File: src/rtl/regfile_mp.sv
// Multi-port integer register file with two prioritised write ports, optional
// write-to-read bypass and a per-register pending scoreboard for issue stalls.
module regfile_mp #(
  parameter int XLEN     = 32,
  parameter int NREGS    = 32,
  parameter int NRD      = 2,
  parameter int ZERO_REG = 1,
  parameter int BYPASS   = 1,
  localparam int AW      = $clog2(NREGS)
) (
  input  logic                clk_i,
  input  logic                reset_i,
  input  logic                we_a_i,
  input  logic [AW-1:0]       waddr_a_i,
  input  logic [XLEN-1:0]     wdata_a_i,
  input  logic                we_b_i,
  input  logic [AW-1:0]       waddr_b_i,
  input  logic [XLEN-1:0]     wdata_b_i,
  input  logic [NRD*AW-1:0]   raddr_i,
  output logic [NRD*XLEN-1:0] rdata_o,
  input  logic                resv_i,
  input  logic [AW-1:0]       resv_addr_i,
  output logic [NRD-1:0]      busy_o,
  output logic                wr_conflict_o
);

  logic [XLEN-1:0]  regs_q [NREGS];
  logic [XLEN-1:0]  regs_d [NREGS];
  logic [NREGS-1:0] pend_q, pend_d;
  logic             wr_conflict_q, wr_conflict_d;
  logic             wr_a_ok, wr_b_ok, resv_ok;

  // Writes and reserves aimed at a hardwired-zero register are dropped here,
  // so nothing downstream (conflict, bypass, scoreboard) ever sees them.
  assign wr_a_ok = we_a_i && !((ZERO_REG != 0) && (waddr_a_i == '0));
  assign wr_b_ok = we_b_i && !((ZERO_REG != 0) && (waddr_b_i == '0));
  assign resv_ok = resv_i && !((ZERO_REG != 0) && (resv_addr_i == '0));

  always_comb begin
    regs_d        = regs_q;
    pend_d        = pend_q;
    wr_conflict_d = wr_a_ok && wr_b_ok && (waddr_a_i == waddr_b_i);
    if (wr_a_ok) begin
      regs_d[waddr_a_i] = wdata_a_i;
      pend_d[waddr_a_i] = 1'b0;
    end
    // Port B is the younger instruction, so its data lands last.
    if (wr_b_ok) begin
      regs_d[waddr_b_i] = wdata_b_i;
      pend_d[waddr_b_i] = 1'b0;
    end
    // A new producer reserving the register outranks the old one retiring.
    if (resv_ok) begin
      pend_d[resv_addr_i] = 1'b1;
    end
  end

  always_ff @(posedge clk_i) begin
    if (!reset_i) begin
      for (int r = 0; r < NREGS; r++) begin
        regs_q[r] <= '0;
      end
      pend_q        <= '0;
      wr_conflict_q <= 1'b0;
    end else begin
      regs_q        <= regs_d;
      pend_q        <= pend_d;
      wr_conflict_q <= wr_conflict_d;
    end
  end

  assign wr_conflict_o = wr_conflict_q;

  for (genvar k = 0; k < NRD; k++) begin : g_rd
    logic [AW-1:0] ra;
    logic          zero_rd, hit_a, hit_b;

    assign ra      = raddr_i[k*AW +: AW];
    assign zero_rd = (ZERO_REG != 0) && (ra == '0);
    assign hit_a   = (BYPASS != 0) && wr_a_ok && (waddr_a_i == ra);
    assign hit_b   = (BYPASS != 0) && wr_b_ok && (waddr_b_i == ra);

    assign rdata_o[k*XLEN +: XLEN] = zero_rd ? {XLEN{1'b0}} :
                                     hit_b   ? wdata_b_i :
                                     hit_a   ? wdata_a_i : regs_q[ra];
    assign busy_o[k] = pend_q[ra] && !(hit_a || hit_b);
  end

endmodule

File: config.mk
export PLATFORM = sky130hd
export DESIGN_NAME = regfile_mp
export DESIGN_NICKNAME = d
export VERILOG_FILES = /design/src/rtl/regfile_mp.sv
export SDC_FILE = /design/constraint.sdc
export NUM_CORES = 2
export LEC_CHECK = 0
export ABC_AREA = 1
export CAP_MARGIN = 15
export CELL_PAD_IN_SITES_DETAIL_PLACEMENT = 0
export CELL_PAD_IN_SITES_GLOBAL_PLACEMENT = 2
export CORE_MARGIN = 2
export CORE_UTILIZATION = 34
export DETAILED_ROUTE_END_ITERATION = 10
export GPL_ROUTABILITY_DRIVEN = 0
export HOLD_SLACK_MARGIN = 0.08
export PLACE_DENSITY_LB_ADDON = 0.1
export REMOVE_ABC_BUFFERS = 1
export SLEW_MARGIN = 20
export SYNTH_ARGS = -nofsm -noshare
export SYNTH_HDL_FRONTEND = slang
export SYNTH_SLANG_ARGS = --single-unit
File: constraint.sdc
create_clock -name clk_i -period 2.23 [get_ports clk_i]
set_input_delay 0.223 -clock clk_i [delete_from_list [all_inputs] [get_ports clk_i]]
set_output_delay 0.223 -clock clk_i [all_outputs]
set_load 0.02 [all_outputs]
### Yosys cells after proc, flatten, opt, wreduce, memory -nomap -nowiden

Cells that the tools add are included.

| word-level totals | value |
|---|---|
| register bits | 1,057 |
| input bits | 94 |
| output and inout port bits | 67 |

| cells by class | value |
|---|---|
| order comparisons | 14 |
| equal/unequal tests | 5 |
| multiplexer cells | 33 |
| bitwise logic cells | 9 |
| reduce and logical (&&, ||, !) cells | 28 |

Operators with widths:

| operator | count |
|---|---|
| 1024-bit bitwise mux | 2 |
| 1024-bit 2-to-1 mux | 2 |
| 32-bit 2-to-1 mux | 15 |
| 32-bit binary-select mux with 5-bit select | 2 |
| 32-bit demux with 5-bit select | 2 |
| 32-bit bitwise AND | 2 |
| 32-bit inverter | 2 |
| 32-bit OR | 1 |
| 5-bit by 6-bit < comparator with 1-bit output, second input constant | 5 |
| 5-bit == test | 5 |
| 5-bit logical NOT | 5 |
| 6-bit greater-or-equal comparator, second input constant | 4 |
| 5-bit inverter with 6-bit output | 4 |
| 1-bit logical AND | 16 |
| 1-bit demux with 5-bit select | 3 |
| 5-bit by 1-bit greater-or-equal comparator with 1-bit output, second input constant | 3 |
| 6-bit by 1-bit < comparator with 1-bit output, second input constant | 2 |
| 1-bit binary-select mux with 5-bit select | 2 |
| 1-bit logical NOT | 5 |
| 1-bit 2-to-1 mux | 5 |
| 1-bit logical OR | 2 |

### Longest topological paths before layout

| logic depth | value |
|---|---|
| word-level depth | 11 |
| depth in mapped cells | 14 |
| depth with buffers taken out | 11 |

### Worst setup path before layout

Ideal clock, no wire load.

| timing path | value |
|---|---|
| kind | input to output |
| start point | input waddr_b_i[4] |
| end point | output rdata_o[11] |
| arrival time | 1,814 ps |
| setup slack | 193 ps |
| stages on the path | 11 |
| path buffers | 4 |
| cells stage by stage | buf_2 > nor2_4 > nand3_4 > nand2_4 > inv_4 > buf_8 > nand3_1 > buf_4 > clkbuf_1 > o21ai_0 > a21oi_1 |

| on the way | value |
|---|---|
| cells in the longest elaborated chain, start to end | 6 |
| elaborated cells between the ends (all ways) | 7 |

RTL lines:

| item | line | RTL |
|---|---|---|
| start, declared | 17 | `input logic [AW-1:0] waddr_b_i,` |
| 5-bit logical NOT | 36 | `assign wr_b_ok = we_b_i && !((ZERO_REG != 0) && (waddr_b_i == '0));` |
| 1-bit logical NOT | 36 |  |
| 1-bit logical AND | 36 |  |
| 1-bit logical AND * | 81 | `assign hit_b = (BYPASS != 0) && wr_b_ok && (waddr_b_i == ra);` |
| 32-bit 2-to-1 mux * | 84 | `hit_b ? wdata_b_i :` |
| 32-bit 2-to-1 mux * | 83 | `assign rdata_o[k*XLEN +: XLEN] = zero_rd ? {XLEN{1'b0}} :` |
| end, declared | 20 | `output logic [NRD*XLEN-1:0] rdata_o,` |

Every way passes the cells marked *; elsewhere a longest branch is shown, timed or not.

### Worst setup path in the final report

| timing path | value |
|---|---|
| start point | register regs_q[856] in the netlist's numbering |
| end point | output rdata_o[56] |

| on the way | value |
|---|---|
| cells in the longest elaborated chain, start to end | 6 |

RTL lines:

| item | line | RTL |
|---|---|---|
| start, declared | 27 | `logic [XLEN-1:0] regs_q [NREGS];` |
| start signal, assigned | 66 | `regs_q <= regs_d;` |
| 32-bit binary-select mux with 5-bit select | 85 | `hit_a ? wdata_a_i : regs_q[ra];` |
| 32-bit 2-to-1 mux (implied by the code) (2 in a row) | 85 |  |
| 32-bit 2-to-1 mux | 85 |  |
| 32-bit 2-to-1 mux | 84 |  |
| 32-bit 2-to-1 mux | 83 |  |

No other way between the ends. The select of a mux whose other input is x is not followed.

==> impl_results.md <==
* Place WS at -0.983 ns
* Sw frac at 32.0%
* Router iterations before antenna repair at 7
* Final WS setup at -0.266 ns
* Final WL at between 400 and 500 mm
* CORE AREA at between 200000 and 250000 sq um
* Share of layout cells above drive strength 1 at between 20% and 30%
* Die width at about 460 um
* Cell Chain, Critical Path: inv_2, buf_6, o211ai_1, nand3_1, nand3_2, nand3_2, a21oi_4, buf_6
* Setup_tns at -5.69 ns
* Avg Inst Size Synth at ~6 sq um
* Arrival @ worst endpoint at 2.27 ns
* Fmax at roughly 400 MHz
* Synth warn at 0
* WP buf/inv at 3
* Clk root buf: clkbuf_16
* Clock transition at path regs at 0.06 ns
* Initial antenna violation count at 19
* Cell area after synthesis at 71000 sq um
* P_leak at about 44 nW
* Drt first-iter violations at between 10000 and 15000
* Synth top cells by count: nand2_1 (2954), o21ai_0 (1667), nand3_1 (1489)
* Max incr delay on CP at 0.32 ns
* Top Family by Delay on Critical Path: compound AO/OA/AOI/OAI gates
* Vias per cell at around 6
* Min-Delay Path Class: in -> reg
* Global-route wire length before repair at approximately 630 mm
* Die area at 213000 sq um
* DP Area at around 84000 sq um
* Slew margin rel. at approximately a third
* Area contributors post-synth: dfxtp_1 (30%), nand2_1 (16%), o21ai_0 (12%)
* Htree depth at 4
* Routed Antenna Nets at 0
* Failing checks: negative setup slack
* Area Overhead vs Synth at 35.5%
* Worst R2R Setup Slack at 1.21 ns
* Met1 Use GR at 52.2%
* Share of flip-flops with an asynchronous set or reset at 0%
* Met3 Usage GRT at 7.36%
* Post-DP HPWL at a little under 300 mm
* IO buf count at 160
* TritonCTS clock tree: built
* Tcrit/Tclk final at 112%
* Initial core utilization at roughly a third
* Nets at ~13000
* CTS Buffer Depth at 3
* Setup Crit Path Kind: reg -> out
* Status: finished with violations
* Slowest CP cell: dfxtp_2
* Post-synth cell types at 45
* Remaining DRCs at 0
* RSZ-0062 raised after global routing: true
* Seq pwr share at 35.6%
* Clock group share of total power at between 40% and 50%
* Overflow after GRT at 0
* Seq/Total Area, Yosys at between 20% and 30%
* GRT Overall Usage at 40.9%
* Number of global-route vias before repair at a little over 80000
* Worst VDD drop at between 0.0008 and 0.0009 V
* Grt peak-use layer: met2
* Power share of the combinational group at between 20% and 30%
* Max Cap Viol at 0
* I/O Pins at ~160
* Max Clock Skew at 0 ns
* Final setup violation count at 67
* Placement Rows at between 150 and 200
* Design area at 96200 sq um
* Via count at ~90000
* Drt wl/cell at between 20 and 30 um
* Tightest Pin Transition at 0.999 ns
* Crit path required time at about 2.0 ns
* Final hold slack at between 0.1 and 0.15 ns
* Post-Syn Instances at about 12000
* Clock sinks at about 1100
* Ys flop type: dfxtp_1
* FF+latch count, synth at 1057
* P per Cell Area at ~570 nW/um^2
* Sw power at about 18 mW
* Slew Viols, Final at 0
* Fin. Hold Viols at 0
* Int Pwr at roughly 37 mW
* Area leader, netlist: dfxtp_1
* Critical Path End Type: primary output
* Total power at about 55 mW
* Die Y at between 400 and 500 um
* Number of flops mapped to enable cells by yosys at 0
* Largest net degree at the start of global routing at between 100 and 150
* Min Tclk post-route at 2.50 ns
* FILL cells at between 20000 and 25000
* Met2 usage at 62.9%
* Worst Path Max Fanout at 2
* Num CTS Buffers at 146
* Post-synth top area share at 29.8%
* Clk_lat worst skew at between 0.8 and 0.9 ns
* Startpoint Class: flop
* Top-count cell post-synth: nand2_1
-- cell usage in the layout, fill, tap and decap left out, types with 91 or more instances in the layout --
master     instances
buf_6            103
nand3_1          890
o21ai_0         1490
a21oi_2           91
buf_12           350
inv_2            103
dfxtp_2          608
nor2_1           317
nand2_2          130
o211ai_1         377
nand2_1         2815
inv_1           1286
nand3_2          557
buf_4            810
clkbuf_16        162
dfxtp_1          436
o21ai_1          265
a21oi_1         1232
-- power by group through the flow --
stage	registers, mW	clock network (mW)	logic, mW
after detailed placement	20.0	0	9.73
after floorplan	19.9	0	3.87
final	19.6	24.2	11.2
after global routing	19.6	25.0	11.7
after CTS	19.6	24.3	10.4
after global placement	19.9	0	9.75
-- stage by stage --
stage,instances,util [%]
floorplan,11000,-
global placement,15000,40.7
detailed placement,15000,40.7
CTS,15300,44.7
global route,15400,46.4
finish,15400,46.4
-- kinds of logic (layout without fill, tap and decap cells) --
| logic type | Yosys count | in the layout | synth area share [%] |
|---|---|---|---|
| and+or+nand+nor | 4899 | 4899 | 29.1 |
| DFF | 1057 | 1057 | 29.8 |
| AOI/OAI and AO/OA | 3538 | 3538 | 26.3 |
| other | 0 | 14 | 0 |
| xor gates and xnor gates | 15 | 15 | 0.185 |
| buffers and inverters | 2584 | 3087 | 14.5 |
| muxes | 6 | 6 | 0.0846 |
-- area by class of cell --
cell class / instances / area (sq um) / area share [%]
Timing Repair Buffer: 1398 / 16200 / 16.8
Clock buffer: 227 / 4400 / 4.58
Tap cell: 2788 / 3490 / 3.63
Multi-Input combinational cell: 8458 / 44400 / 46.1
Clock inverter: 24 / 297 / 0.308
Sequential cell: 1057 / 22000 / 22.8
Inverter: 1438 / 5490 / 5.71
Antenna cell: 14 / 35.0 / 0.0364
-- worst min-delay path, stage by stage --
cell	delay, ns
clkbuf_2	0.08
buf_6	0.13
nor2_8	0.05
buf_4	0.18
nand3_1	0.13
a31oi_1	0.09
-- layer usage --
metal  wire length [um]  vias to the layer above
met4              37500                        8
met1             180000                    42800
met5                 83                        -
met3              44300                     1399
li1                   -                    40500
met2             196000                     5401
-- timing repair --
action,in CTS,in global routing
hold endpoints to repair,99,0
setup buffers,60,45
resized for setup,1423,938
hold buffers,4,0
cloned,6,11
pin swaps,366,464
setup endpoints to repair,66,178
-- state kept, by name, indices dropped and copies added (netlist names) --
signal         cells
pend_q            32
wr_conflict_o      1
regs_q          1024
-- worst paths after layout --
path / startpoint / to / cells after the start
worst max-delay path: regs_q[856]$_SDFF_PN0_ / rdata_o[56] / 8
worst min-delay path: waddr_a_i[1] / regs_q[127]$_SDFF_PN0_ / 6
worst max register to register: regs_q[258]$_SDFF_PN0_ / regs_q[258]$_SDFF_PN0_ / 6
worst min register to register: regs_q[1011]$_SDFF_PN0_ / regs_q[1011]$_SDFF_PN0_ / 2
No activity file was read; power rests on OpenSTA's default activity.
